### config.mk
export PLATFORM = sky130hd
export DESIGN_NAME = alu_seq
export DESIGN_NICKNAME = d
export VERILOG_FILES = /design/src/rtl/alu_seq.sv
export SDC_FILE = /design/constraint.sdc
export NUM_CORES = 1
export LEC_CHECK = 0
export ABC_AREA = 0
export BUFFER_PORTS_ARGS = -buffer_cell sky130_fd_sc_hd__clkbuf_2
export CAP_MARGIN = 20
export CORE_MARGIN = 3
export CORE_UTILIZATION = 40
export CTS_CLUSTER_DIAMETER = 120
export CTS_CLUSTER_SIZE = 40
export DETAILED_ROUTE_END_ITERATION = 6
export PLACE_DENSITY = 0.61
export SLEW_MARGIN = 20
export SYNTH_ARGS = -nofsm -noshare
export SYNTH_HDL_FRONTEND = slang
export SYNTH_SLANG_ARGS = --single-unit
### constraint.sdc
create_clock -name i_clk -period 7.3 [get_ports i_clk]
set_input_delay 1.46 -clock i_clk [delete_from_list [all_inputs] [get_ports i_clk]]
set_output_delay 1.46 -clock i_clk [all_outputs]
set_load 0.005 [all_outputs]
### src/rtl/alu_seq.sv
// alu_seq: registered PIC16C5x-style ALU, DATA_WIDTH-generic, with optional iterative W*f multiply (ALU_MUL_EN).
// Latency: 1 cycle for every function; MULWF is DATA_WIDTH cycles after accept (ALU_MUL_EN builds only).
// Backpressure: o_rdy drops for the whole multiply and any request seen meanwhile is dropped; otherwise always ready.

`ifndef ALU_FUNC_WIDTH
`define ALU_FUNC_WIDTH 5
`define ALU_IDLE  5'd0
`define ALU_ADDWF 5'd1
`define ALU_SUBWF 5'd2
`define ALU_ANDWF 5'd3
`define ALU_IORWF 5'd4
`define ALU_XORWF 5'd5
`define ALU_COMF  5'd6
`define ALU_INCF  5'd7
`define ALU_DECF  5'd8
`define ALU_MOVF  5'd9
`define ALU_SWAPF 5'd10
`define ALU_BCF   5'd11
`define ALU_BSF   5'd12
`define ALU_RLF   5'd13
`define ALU_RRF   5'd14
`define ALU_ANDLW 5'd15
`define ALU_IORLW 5'd16
`define ALU_XORLW 5'd17
`define ALU_MULWF 5'd18
`endif

module alu_seq #(
  // Operand width; must be at least 8 (nibble carry) and even (SWAPF halves).
  parameter int DATA_WIDTH   = 8,
  parameter int STATUS_WIDTH = 3
) (
  input  logic                          i_clk,
  input  logic                          i_rst,
  input  logic                          i_vld,
  output logic                          o_rdy,
  input  logic [`ALU_FUNC_WIDTH-1:0]    i_func,
  input  logic [DATA_WIDTH-1:0]         i_w,
  input  logic [DATA_WIDTH-1:0]         i_f,
  input  logic [DATA_WIDTH-1:0]         i_l,
  input  logic [$clog2(DATA_WIDTH)-1:0] i_bit_sel,
  input  logic                          i_c_flag,
  input  logic [STATUS_WIDTH-1:0]       i_status,
  output logic                          o_vld,
  output logic [DATA_WIDTH-1:0]         o_result,
  output logic [DATA_WIDTH-1:0]         o_result_hi,
  output logic [STATUS_WIDTH-1:0]       o_status
);

  localparam int W = DATA_WIDTH;
  localparam int H = DATA_WIDTH / 2;

  localparam logic [W-1:0] ONE_W    = 1;
  localparam logic [W:0]   ONE_WX   = 1;
  localparam logic [W-1:0] IDLE_RES = 8'hEF;

  // Status vector layout: {Z, DC, C}
  localparam int SZ  = 2;
  localparam int SDC = 1;
  localparam int SC  = 0;

  // Carry/borrow chains. Subtract is f + ~w + 1 so the carry out is NOT borrow.
  logic [W:0] w_add_full;
  logic [W:0] w_sub_full;
  logic [4:0] w_add_nib;
  logic [4:0] w_sub_nib;

  assign w_add_full = {1'b0, i_f} + {1'b0, i_w};
  assign w_sub_full = {1'b0, i_f} + {1'b0, ~i_w} + ONE_WX;
  assign w_add_nib  = {1'b0, i_f[3:0]} + {1'b0, i_w[3:0]};
  assign w_sub_nib  = {1'b0, i_f[3:0]} + {1'b0, ~i_w[3:0]} + 5'd1;

  logic [W-1:0] w_bit_mask;
  assign w_bit_mask = ONE_W << i_bit_sel;

  logic [W-1:0] w_res;
  logic         w_z;
  logic         w_dc;
  logic         w_c;

  // Single-cycle function decode: result plus next {Z, DC, C}
  always_comb begin
    w_res = IDLE_RES;
    w_dc  = i_status[SDC];
    w_c   = i_status[SC];
    case (i_func)
      `ALU_ADDWF: begin
        w_res = w_add_full[W-1:0];
        w_c   = w_add_full[W];
        w_dc  = w_add_nib[4];
      end
      `ALU_SUBWF: begin
        w_res = w_sub_full[W-1:0];
        w_c   = w_sub_full[W];
        w_dc  = w_sub_nib[4];
      end
      `ALU_ANDWF: w_res = i_w & i_f;
      `ALU_IORWF: w_res = i_w | i_f;
      `ALU_XORWF: w_res = i_w ^ i_f;
      `ALU_ANDLW: w_res = i_w & i_l;
      `ALU_IORLW: w_res = i_w | i_l;
      `ALU_XORLW: w_res = i_w ^ i_l;
      `ALU_COMF:  w_res = ~i_f;
      `ALU_INCF:  w_res = i_f + ONE_W;
      `ALU_DECF:  w_res = i_f - ONE_W;
      `ALU_MOVF:  w_res = i_f;
      `ALU_SWAPF: w_res = {i_f[H-1:0], i_f[W-1:H]};
      `ALU_BCF:   w_res = i_f & ~w_bit_mask;
      `ALU_BSF:   w_res = i_f | w_bit_mask;
      // Rotates through carry: the shifted-out bit is ORed into the incoming C.
      `ALU_RLF: begin
        w_res = {i_f[W-2:0], i_c_flag};
        w_c   = i_status[SC] | i_f[W-1];
      end
      `ALU_RRF: begin
        w_res = {i_c_flag, i_f[W-1:1]};
        w_c   = i_status[SC] | i_f[0];
      end
      default: w_res = IDLE_RES;
    endcase
    // Rotates leave Z alone; every other function recomputes it.
    if (i_func == `ALU_RLF || i_func == `ALU_RRF) begin
      w_z = i_status[SZ];
    end else begin
      w_z = (w_res == '0);
    end
  end

  logic                    r_vld;
  logic [W-1:0]            r_result;
  logic [W-1:0]            r_result_hi;
  logic [STATUS_WIDTH-1:0] r_status;

  assign o_vld       = r_vld;
  assign o_result    = r_result;
  assign o_status    = r_status;

`ifdef ALU_MUL_EN

  localparam int CW = $clog2(W);
  localparam logic [CW-1:0] CNT_LAST = CW'(W - 1);
  localparam logic [CW-1:0] CNT_ONE  = 1;

  typedef enum logic {
    ST_IDLE,
    ST_MUL
  } state_t;

  state_t          r_state;
  logic [CW-1:0]   r_cnt;
  // One bit wider than the product so the running sum can never wrap.
  logic [2*W:0]    r_acc;
  logic [2*W:0]    r_mcand;
  logic [W-1:0]    r_mplier;
  logic            r_mul_dc;
  logic [2*W:0]    w_acc_nxt;

  assign w_acc_nxt   = r_acc + (r_mplier[0] ? r_mcand : '0);
  assign o_rdy       = (r_state == ST_IDLE);
  assign o_result_hi = r_result_hi;

  // Accept/write-back FSM; the multiply adds one shifted partial product per cycle
  always_ff @(posedge i_clk) begin
    if (i_rst) begin
      r_state     <= ST_IDLE;
      r_vld       <= 1'b0;
      r_result    <= '0;
      r_result_hi <= '0;
      r_status    <= '0;
      r_cnt       <= '0;
      r_acc       <= '0;
      r_mcand     <= '0;
      r_mplier    <= '0;
      r_mul_dc    <= 1'b0;
    end else begin
      r_vld <= 1'b0;
      case (r_state)
        ST_IDLE: begin
          if (i_vld) begin
            if (i_func == `ALU_MULWF) begin
              r_state  <= ST_MUL;
              r_cnt    <= '0;
              r_acc    <= '0;
              r_mcand  <= {{(W + 1){1'b0}}, i_w};
              r_mplier <= i_f;
              r_mul_dc <= i_status[SDC];
            end else begin
              r_vld       <= 1'b1;
              r_result    <= w_res;
              r_result_hi <= '0;
              r_status    <= {w_z, w_dc, w_c};
            end
          end
        end
        ST_MUL: begin
          r_acc    <= w_acc_nxt;
          r_mcand  <= r_mcand << 1;
          r_mplier <= r_mplier >> 1;
          r_cnt    <= r_cnt + CNT_ONE;
          // Last partial product: publish straight from the adder output.
          if (r_cnt == CNT_LAST) begin
            r_state     <= ST_IDLE;
            r_vld       <= 1'b1;
            r_result    <= w_acc_nxt[W-1:0];
            r_result_hi <= w_acc_nxt[2*W-1:W];
            r_status    <= {(w_acc_nxt == '0), r_mul_dc, (w_acc_nxt[2*W:W] != '0)};
          end
        end
        default: r_state <= ST_IDLE;
      endcase
    end
  end

`else

  assign o_rdy       = 1'b1;
  assign o_result_hi = '0;
  assign r_result_hi = '0;

  // Every request (MULWF included, as an unknown code) completes in one cycle
  always_ff @(posedge i_clk) begin
    if (i_rst) begin
      r_vld    <= 1'b0;
      r_result <= '0;
      r_status <= '0;
    end else begin
      r_vld <= i_vld;
      if (i_vld) begin
        r_result <= w_res;
        r_status <= {w_z, w_dc, w_c};
      end
    end
  end

`endif

endmodule

==> out/qor.yml <==
synthXorXnorAreaFrac_pct: 4.88
finalPower_mw: 0.298
status: "complete, no violations"
gp_congestion: 0.947
async_flop_share_pct: 0
max_freq_mhz: 186
worstSetupPathType: "in -> reg"
synth-compound-area-share_pct: 32.8
path_cells: "clkbuf_2, or3b_2, nor3_1, ha_1, a211oi_1, o21bai_1, and3b_1, or4_1, a221oi_1, nand3_1, nor3_1, a31o_1"
fin_ws_ns: 1.92
synthTopCellsByArea: "ha_1, dfxtp_1, mux2i_1"
slew_headroom_pct: 37.0
synthFlopType: "dfxtp_1"
crit_path_max_incr_delay_ns: 0.73
final_cell_mix: "clkbuf_2, nor2_1, o21ai_0, ha_1, a21oi_1"
hold_viol: 0
htree_levels: 1
grt_pass1_wl_mm: 16.2
core_area_sq_um: 6870
start_util_pct: 41.8
clk-insertion-delay-late_ns: 0.23
layout-drive-gt1-share_pct: 15.1
tns_ns: 0
cp_slowest_cell: "nor3_1"
antenna_found_initial: 0
synth_seq_cells: 12
fillers: 729
worst_pin_slew_ns: 0.937
cts_buffers: 3
dr.pass1.iters: 5
synth_top_area_share_pct: 9.59
cts.sinks: 12
regArea_sq_um: 240
wl_mm: 10.1
grt_pass1_vias: 3048
worstPathMaxFanout: 43
syn_to_final_growth_pct: 9.85
p_leak_nw: 1.33
die-area_sq_um: 8230
grt.overflow.total: 0
ant_nets: 0
diodes: 0
fin_worst_skew_ns: 0
fin_crit_ns: 5.38
dp_slack_ns: 1.74
synthCells: 396
clockBufferDepth: 2
critPathArrivalTime_ns: 5.56
start_kind: "input pin"
setup_violations: 0
die_w_microns: 90.7
grt_max_degree: 44
wl_per_cell_microns: 19.4
cp.required_ns: 7.48
synth_cell_types: 72
multi_input_area_sq_um: 2410
crit_buf_inv: 1
synthSimpleGateAreaFrac_pct: 28.2
timing.final.crit_share_pct: 73.7
crit_path_end_kind: "register"
drv_slew: 0
holdBufCountCts: 0
port_buffers: 50
maxCapViolations: 0
power_density_nw_per_um2: 94.4
dr_total_vias: 3266
avgViaCountPerCell: 6.29
synth_top_family_by_area: "compound AO/OA/AOI/OAI gates"
vdd_ir_drop_max_mv: 0.0342
synth_area_per_cell_sq_um: 7.25
fin_nets: 489
syn-cell-area_sq_um: 2870
rsz0062_at_grt: "no"
track_usage_pct: 23.9
rows: 30
drc: 0
layout_commonest_cell: "clkbuf_2"
synth-edff-count: 0
cts_tree: "built"
yosys.area_share.adder_pct: 11.7
path_clk_slew_ns: 0.05
dr.first_iter.drc_count: 261
yosys_warnings: 0
yosys-mux-area-fraction_pct: 4.88
yosys.area.top_type: "ha_1"
crit_family: "simple AND/OR/NAND/NOR gates"
postCtsSetupBuffers: 0
dp_hpwl_mm: 7.74
crit_top_cell: "nor3_1"
hp-class: "reg -> reg"
cts_root_buf: "clkbuf_8"
die_y_microns: 90.7
boundaryPins: 60
post_cts_resized: 0
ys_seq_area_share_pct: 8.37
[per-layer routing]
metal	part of all wire (%)	global-route usage (%)
met1	44	33.0
met4	1.6	6.76
met3	8.6	1.50
met2	46	39.9
met5	0	0
[report_power, final]
| part | internal, mW | total, mW | switching, mW | leakage [nW] |
|---|---|---|---|---|
| Combinational | 0.0639 | 0.166 | 0.102 | 1.21 |
| Clock | 0.0362 | 0.0585 | 0.0223 | 0.0216 |
| Sequential | 0.0709 | 0.0734 | 0.00241 | 0.0997 |
| Total | 0.171 | 0.298 | 0.127 | 1.33 |
[sequential cells by signal (all words and copies together) (netlist names)]
signal    flops
o_result      8
o_status      3
o_vld         1
[logic make-up after synthesis]
| logic type | count (synthesis) |
|---|---|
| other | 2 |
| AOI/OAI and AO/OA | 133 |
| and+or+nand+nor | 138 |
| muxes | 14 |
| buffers and inverters | 56 |
| xor gates and xnor gates | 16 |
| DFF | 12 |
| adders and majority gates | 25 |
[worst paths after layout]
| check | from | to | slack [ns] | cells past startpoint |
|---|---|---|---|---|
| max | i_func[3] | o_status[2]$_SDFFE_PP0P_ | 1.92 | 12 |
| min | o_result[5]$_SDFFE_PP0P_ | o_result[5]$_SDFFE_PP0P_ | 0.48 | 2 |
| max reg2reg | o_status[2]$_SDFFE_PP0P_ | o_status[2]$_SDFFE_PP0P_ | 6.59 | 3 |
| min reg2reg | o_result[5]$_SDFFE_PP0P_ | o_result[5]$_SDFFE_PP0P_ | 0.48 | 2 |
[Yosys cell counts (8+ instances only)]
master,n
nor2_1,31
o21ai_0,24
ha_1,22
a21oi_1,19
nand2_1,18
inv_1,17
clkbuf_1,15
nor3_1,15
mux2i_1,14
xnor2_1,14
dfxtp_1,12
nand3_1,10
buf_2,9
buf_4,9
a211oi_1,8
[worst min-delay path: cells and delay by family (launching register included)]
kind / cells / cell delay [ns]
flip-flops: 1 / 0.30
AND/OR/NAND/NOR: 2 / 0.13
[metrics by stage]
stage | hold slack, ns | cells | util (%) | area, sq um
after floorplan | 0.475 | 403 | - | 2900
after global routing | 0.517 | 519 | 45.9 | 3150
after CTS | 0.483 | 519 | 45.8 | 3150
after global placement | 0.472 | 516 | 45.2 | 3110
after detailed placement | 0.476 | 516 | 45.2 | 3110
final | 0.478 | 519 | 45.9 | 3150
[layout make-up]
class / instances / area share, %
flip-flops and latches: 12 / 7.62
repair buffers: 52 / 8.41
multi-input cells: 335 / 76.4
clock buffers: 3 / 1.31
well taps: 96 / 3.81
inverters: 21 / 2.50
No activity file was read; power rests on OpenSTA's default activity.
